<file path="config.mk">
export PLATFORM = sky130hd
export DESIGN_NAME = uart_rx_pid_parser
export DESIGN_NICKNAME = d
export VERILOG_FILES = /design/src/rtl/uart_pid_pkg.sv /design/src/rtl/uart_rx_pid_parser.sv
export SDC_FILE = /design/constraint.sdc
export NUM_CORES = 1
export LEC_CHECK = 0
export ABC_AREA = 1
export CORE_MARGIN = 4
export CORE_UTILIZATION = 35
export DETAILED_ROUTE_END_ITERATION = 10
export PLACE_DENSITY = 0.67
export SETUP_SLACK_MARGIN = 0.15
export SYNTH_ARGS = -nofsm -noshare
export SYNTH_HDL_FRONTEND = slang
export SYNTH_SLANG_ARGS = --single-unit
</file>
<file path="constraint.sdc">
create_clock -name clk -period 3.6 [get_ports clk]
set_input_delay 0.36 -clock clk [delete_from_list [all_inputs] [get_ports clk]]
set_output_delay 0.36 -clock clk [all_outputs]
set_load 0.05 [all_outputs]
</file>
<file path="src/rtl/uart_pid_pkg.sv">
// ============================================================================
// Module  : uart_pid_pkg
// Brief   : Shared constants and state encoding for the PID telemetry link.
// Revision: 1.0 - initial release
// ============================================================================
`default_nettype none

package uart_pid_pkg;

  localparam logic [7:0] START_DEL = 8'hAA;
  localparam logic [7:0] END_DEL   = 8'h55;
  localparam logic [7:0] TEST_PID  = 8'h42;
  localparam logic [7:0] DATA_PID  = 8'h69;
  localparam int         FRAME_LEN = 7;

  // Start, PID and end delimiter surround the payload.
  localparam int         PAYLOAD_BYTES = FRAME_LEN - 3;

  typedef enum logic [1:0] {
    S_HUNT = 2'd0,
    S_PID  = 2'd1,
    S_DATA = 2'd2,
    S_END  = 2'd3
  } state_e;

endpackage

`default_nettype wire

</file>
<file path="src/rtl/uart_rx_pid_parser.sv">
// ============================================================================
// Module  : uart_rx_pid_parser
// Brief   : Deframes AA/PID/4-byte LE payload/55 frames from a UART RX core.
//           Optional inter-byte timeout: define UART_RX_PID_TIMEOUT_EN.
// Revision: 1.0 - initial release
// ============================================================================
`default_nettype none

module uart_rx_pid_parser
  import uart_pid_pkg::*;
#(
  parameter int TIMEOUT_CYCLES = 100000,
  parameter int ERR_CNT_W      = 8
) (
  input  logic                 clk,
  input  logic                 rst,
  input  logic [7:0]           rx_data,
  input  logic                 rx_valid,
  output logic [31:0]          rx_float,
  output logic                 rx_float_valid,
  output logic                 rx_test,
  output logic                 frame_err,
  output logic [ERR_CNT_W-1:0] err_count,
  output logic                 busy
);

  if (TIMEOUT_CYCLES < 1) begin : g_timeout_chk
    $error("TIMEOUT_CYCLES must be at least 1");
  end

  state_e               state_q, state_d;
  logic [1:0]           idx_q, idx_d;
  logic [31:0]          buf_q, buf_d;
  logic                 pend_test_q, pend_test_d;
  logic [31:0]          rx_float_q, rx_float_d;
  logic                 rx_test_q, rx_test_d;
  logic                 valid_q, valid_d;
  logic                 ferr_q, ferr_d;
  logic [ERR_CNT_W-1:0] err_count_q, err_count_d;
  logic                 timeout;

`ifdef UART_RX_PID_TIMEOUT_EN
  localparam int TO_W = $clog2(TIMEOUT_CYCLES + 1);
  logic [TO_W-1:0] to_cnt_q, to_cnt_d;

  // A byte arriving on the expiry cycle wins: rx_valid clears the count first.
  always_comb begin
    to_cnt_d = '0;
    timeout  = 1'b0;
    if (!rx_valid && state_q != S_HUNT) begin
      if (to_cnt_q == TO_W'(TIMEOUT_CYCLES - 1)) begin
        timeout = 1'b1;
      end else begin
        to_cnt_d = to_cnt_q + TO_W'(1);
      end
    end
  end

  always_ff @(posedge clk or negedge rst) begin
    if (!rst) to_cnt_q <= '0;
    else      to_cnt_q <= to_cnt_d;
  end
`else
  assign timeout = 1'b0;
`endif

  always_comb begin
    state_d     = state_q;
    idx_d       = idx_q;
    buf_d       = buf_q;
    pend_test_d = pend_test_q;
    rx_float_d  = rx_float_q;
    rx_test_d   = rx_test_q;
    valid_d     = 1'b0;
    ferr_d      = 1'b0;
    if (rx_valid) begin
      unique case (state_q)
        S_HUNT: begin
          if (rx_data == START_DEL) state_d = S_PID;
        end
        S_PID: begin
          if (rx_data == TEST_PID || rx_data == DATA_PID) begin
            pend_test_d = (rx_data == TEST_PID);
            idx_d       = 2'd0;
            state_d     = S_DATA;
          end else if (rx_data != START_DEL) begin
            ferr_d  = 1'b1;
            state_d = S_HUNT;
          end
        end
        S_DATA: begin
          buf_d[8*idx_q +: 8] = rx_data;
          idx_d               = idx_q + 2'd1;
          if (idx_q == 2'(PAYLOAD_BYTES - 1)) state_d = S_END;
        end
        S_END: begin
          if (rx_data == END_DEL) begin
            rx_float_d = buf_q;
            rx_test_d  = pend_test_q;
            valid_d    = 1'b1;
            state_d    = S_HUNT;
          end else begin
            ferr_d  = 1'b1;
            state_d = (rx_data == START_DEL) ? S_PID : S_HUNT;
          end
        end
        default: state_d = S_HUNT;
      endcase
    end else if (timeout) begin
      ferr_d  = 1'b1;
      state_d = S_HUNT;
      idx_d   = 2'd0;
      buf_d   = '0;
    end
    err_count_d = err_count_q;
    if (ferr_d && err_count_q != {ERR_CNT_W{1'b1}}) begin
      err_count_d = err_count_q + ERR_CNT_W'(1);
    end
  end

  always_ff @(posedge clk or negedge rst) begin
    if (!rst) begin
      state_q     <= S_HUNT;
      idx_q       <= 2'd0;
      buf_q       <= '0;
      pend_test_q <= 1'b0;
      rx_float_q  <= '0;
      rx_test_q   <= 1'b0;
      valid_q     <= 1'b0;
      ferr_q      <= 1'b0;
      err_count_q <= '0;
    end else begin
      state_q     <= state_d;
      idx_q       <= idx_d;
      buf_q       <= buf_d;
      pend_test_q <= pend_test_d;
      rx_float_q  <= rx_float_d;
      rx_test_q   <= rx_test_d;
      valid_q     <= valid_d;
      ferr_q      <= ferr_d;
      err_count_q <= err_count_d;
    end
  end

  assign rx_float       = rx_float_q;
  assign rx_test        = rx_test_q;
  assign rx_float_valid = valid_q;
  assign frame_err      = ferr_q;
  assign err_count      = err_count_q;
  assign busy           = (state_q != S_HUNT);

endmodule

`default_nettype wire

</file>
# After elaboration in Yosys (flattened, before gate mapping)
# Index checks and enable logic that the tools add are counted.
dict set report classes {
  add_sub_neg 3
  eq_ne 14
  n_shift 2
  n_mux 18
  reduce_logical 10
}
# cell count
set op_table {}
lappend op_table {{$neg A5 Y34} 1}
lappend op_table {{$shift A8 B34 Y32 const A} 1}
lappend op_table {{$shiftx A8 B34 Y32} 1}
lappend op_table {{$bwmux W32} 1}
lappend op_table {{$eq A8 B7 Y1 const B} 3}
lappend op_table {{$ne A8 B8 Y1 const B} 2}
lappend op_table {{$mux W2} 5}
lappend op_table {{$mux W1} 9}
lappend op_table {{$reduce_and A3 Y1} 3}
lappend op_table {{$add A8 B1 Y8 const B} 1}
lappend op_table {{$eq A8 B8 Y1 const B} 1}
lappend op_table {{$pmux W2 S4} 1}
lappend op_table {{$eq A2 B2 Y1 const B} 3}
lappend op_table {{$ne A2 B2 Y1 const B} 3}
lappend op_table {{$pmux W2 S2} 1}
lappend op_table {{$reduce_and A4 Y1} 1}
lappend op_table {{$reduce_bool A2 Y1} 2}
lappend op_table {{$ne A3 B3 Y1 const B} 1}
lappend op_table {{$add A2 B1 Y2 const B} 1}
lappend op_table {{$eq A2 B1 Y1 const B} 1}
lappend op_table {{$logic_not A2 Y1} 1}
lappend op_table {{$pmux W1 S2} 1}
lappend op_table {{$reduce_and A2 Y1} 1}
lappend op_table {{$logic_and A1 B1 Y1} 1}
lappend op_table {{$logic_or A1 B1 Y1} 1}
dict set report totals {
  register_bits 80
  inputBits 11
  output_inout_bits 44
  elab_cells 56
}

# Longest topological paths before layout
dict set report depth {
  depth_word 6
  depth_mapped 10
  depth_no_buf 10
}

# Worst setup path after synthesis
# No wires, ideal clock.
dict set report synth_path {
  path_type {reg-to-reg}
  from {register idx_q[0]}
  to {register buf_q[0]}
  setup_time_ns 0.083
  arrival_ns 1.669
  required_ns 3.517
  setup_slack_ns 1.848
  stages_incl_launch_ff 7
  path_buffers 1
  period_less_slack_ns 1.752
  path_cell_list {dfrtp_1 > buf_2 > inv_1 > ha_1 > nor3_1 > nand3_1 > o21ai_0}
}
dict set report synth_via {
  elab_chain_cells 3
  word_cells_on_any_way 4
  cone_classes {add/sub (1); shift (2); mux (1)}
}
# element line_no
set synth_lines {}
lappend synth_lines {{start, declared} uart_rx_pid_parser.sv:32} ;# logic [1:0] idx_q, idx_d;
lappend synth_lines {{start signal, assigned} uart_rx_pid_parser.sv:134} ;# idx_q <= idx_d;
lappend synth_lines {{$neg A5 Y34 *} uart_rx_pid_parser.sv:92} ;# buf_d[8*idx_q +: 8] = rx_data;
lappend synth_lines {{$shiftx A8 B34 Y32 / $shift A8 B34 Y32 (equally long branches)} uart_rx_pid_parser.sv:92}
lappend synth_lines {{$bwmux W32 *} uart_rx_pid_parser.sv:92}
lappend synth_lines {{end signal, assigned} uart_rx_pid_parser.sv:135} ;# buf_q <= buf_d;
lappend synth_lines {{end, declared} uart_rx_pid_parser.sv:33} ;# logic [31:0] buf_q, buf_d;
# Mark *: on every way between the ends. The rest lies on a longest branch, timed or not.
# A chain may end at the register's enable or synchronous reset.

# Final worst setup path
dict set report layout_path {
  from {register idx_q[0]}
  to {register buf_q[6]}
}
# Same word-level chain as after synthesis.

==> flow_summary.ini <==
[placement]
gp_congestion = 0.7831
numPortBuffers = 54
place_ws_ns = 1.254
dp_hpwl_mm = 5.375

[setup_path]
critPathTopFamily = simple AND/OR/NAND/NOR gates
cp_max_fo = 19
critical-path-max-stage-delay_ns = 0.73
crit_chain = inv_1 -> ha_1 -> nor3_1 -> nand3_1 -> o21ai_0
r2r_start = idx_q[0]$_DFFE_PN0P_
reg2reg_to = buf_q[6]$_DFFE_PN0P_
cpMaxStageDelayCell = nor3_1
cp-end-kind = flop
critical_path_arrival_ns = 2.64
crit_cells = 5
reg2reg_depth = 5
r2r_setup_slack_ns = 1.22
crit_type = flop to flop
required_ns = 3.86
cp-start-kind = flop
crit_start = idx_q[0]$_DFFE_PN0P_
critPathCapture = buf_q[6]$_DFFE_PN0P_
crit_buf_inv = 1

[timing]
period_share_pct = 66.20
timing.fmax_ghz = 0.4196
slew_violations = 0
fin_ws_ns = 1.217
worst_pin_slew_ns = 0.9906
fin_crit_ns = 2.383
clock_skew_ns = 0.008211
holdWs_ns = 0.1737
finalSetupViolCount = 0
fin_tns_setup_ns = 0
final_hold_viol_count = 0
rsz0062_at_grt = no
slew_headroom_pct = 33.96

[grt]
grt_pass1_wl_mm = 13.07
grt_overflow_total = 0
grt_max_degree = 81
antenna_found_initial = 0
grt_usage_pct = 13.94
first_global_vias = 2780

[power]
total_power_uw = 2367
ir_worst_vdd_uv = 344.7
leakage_uw = 0.002131
power.density_nw_per_um2 = 532.6

[floorplanning]
rows = 36
die_y_um = 109.2
dieArea_um2 = 11920
core-area_um2 = 9864
initial_utilization_pct = 36.33
ios = 55
dieWidth_um = 109.2

[clock_network]
cts_tree = built
cts_hold_buf = 0
clock_path_buffers = 2
clock-root-buffer = clkbuf_8
clk_pin_slew_ns = 0.08
ctsResizeCount = 0
clock_sinks = 80
cts_setup_buffers = 0
cts_buffers = 9
clk_latency_ns = 0.34
cts-htree-levels = 3

[synth]
syn_nets = 414
yosys.cell_count.top_type = nand2_1
synth_cell_types = 30
yosys.area.top_type = dfrtp_1
synthTopCellsByCount = 86 x nand2_1, 80 x dfrtp_1, 53 x inv_1
synth_area_um2 = 3583
yosysSeqAreaShare_pct = 55.87
yosys_warnings = 0
synthFlopType = dfrtp_1
ys_ff_latch = 80
syn_inst = 397
synth_edf_count = 0
synth.area.top_cells = dfrtp_1 56%, nand2_1 9.0%, inv_1 5.6%
syn_area_per_cell_um2 = 9.026
async_flop_share_pct = 100.0
synth_top_area_share_pct = 55.87

[route]
drc = 0
antenna_left = 0
first_pass_iters = 4
routedWlPerCell_um = 12.94
route.vias.total = 2719
via_per_inst = 4.632
wirelength_mm = 7.597
drt-initial-drc-count = 170

[flow_run]
cap_violations = 0

[outcome]
outcome = finished, final reports clean

[layout]
postLayoutCoreUtil_pct = 45.05
area_delta_synth_final_pct = 24.02
nNetsFinal = 467
final_layout_size_suffix_gt1_share_pct = 8.150
diodes = 0

[min_path]
hp-class = input port to asynchronous set/reset pin
[logic make-up (layout without fill, tap and decap cells)]
kind of cell,after synthesis,count (layout),synth area share [%]
flops,80,80,55.87
xor+xnor,6,6,1.466
compound gates,71,71,10.47
simple gates,164,164,21.51
fa+ha+maj,6,6,2.095
buf+inv,70,127,8.589
[report_power, final]
group	switching (uW)	internal [uW]	leakage, uW
Combinational	381	165	0.00107
Clock	302	463	0.000122
Sequential	75.7	981	0.000942
Total	759	1610	0.00213
[metrics by stage]
stage                     cells  instance area, um^2
after detailed placement    572                 4205
final                       587                 4444
after global routing        587                 4444
after CTS                   587                 4444
after global placement      572                 4205
after floorplan             397                 3583
[sequential cells by signal (all words and copies together), names as in the netlist, named ones only]
signal          flops
err_count           8
frame_err           1
rx_float_valid      1
rx_float           32
pend_test_q         1
state_q             1
buf_q              32
rx_test             1
idx_q               2
[per-layer routing]
layer  track usage, %  wire length [um]
met5                0                 0
met1            17.76              3494
met2            22.94              3688
met3            3.671               326
met4            4.898                89
[worst min-delay path by stage]
stage               slack (ns)                          to                    start
global placement          0.47     rx_float[6]$_DFFE_PN0P_  rx_float[6]$_DFFE_PN0P_
floorplan                 0.06  asynchronous set/reset pin                      rst
global route              0.26    rx_float[12]$_DFFE_PN0P_                      rst
finish                    0.17    rx_float[11]$_DFFE_PN0P_                      rst
detailed placement        0.47     rx_float[6]$_DFFE_PN0P_  rx_float[6]$_DFFE_PN0P_
CTS                       0.21    rx_float[11]$_DFFE_PN0P_                      rst
[area by class of cell]
class                   instances  area (um^2)
fillers                       952         5420
flip-flops and latches         80         2002
multi-input cells             247         1274
repair buffers                 56        553.0
inverters                      56        210.2
clock buffers                  13        178.9
well taps                     133        166.4
clock inverters                 2        60.06
[cells in the final DEF, fill, tap and decap left out, drive strengths merged]
master	netlist	final
ha	6	6
nor3	6	6
a21boi	1	1
nand4	17	17
a21oi	2	2
clkbuf	4	13
o21ai	67	67
xor2	4	4
clkdlybuf4s50	0	53
nand3	23	23
o21a	1	1
inv	56	56
buf	10	3
xnor2	2	2
or2	1	1
nor2	28	28
bufinv	0	2
nand2	89	89
dfrtp	80	80
No activity file was read; power rests on OpenSTA's default activity.
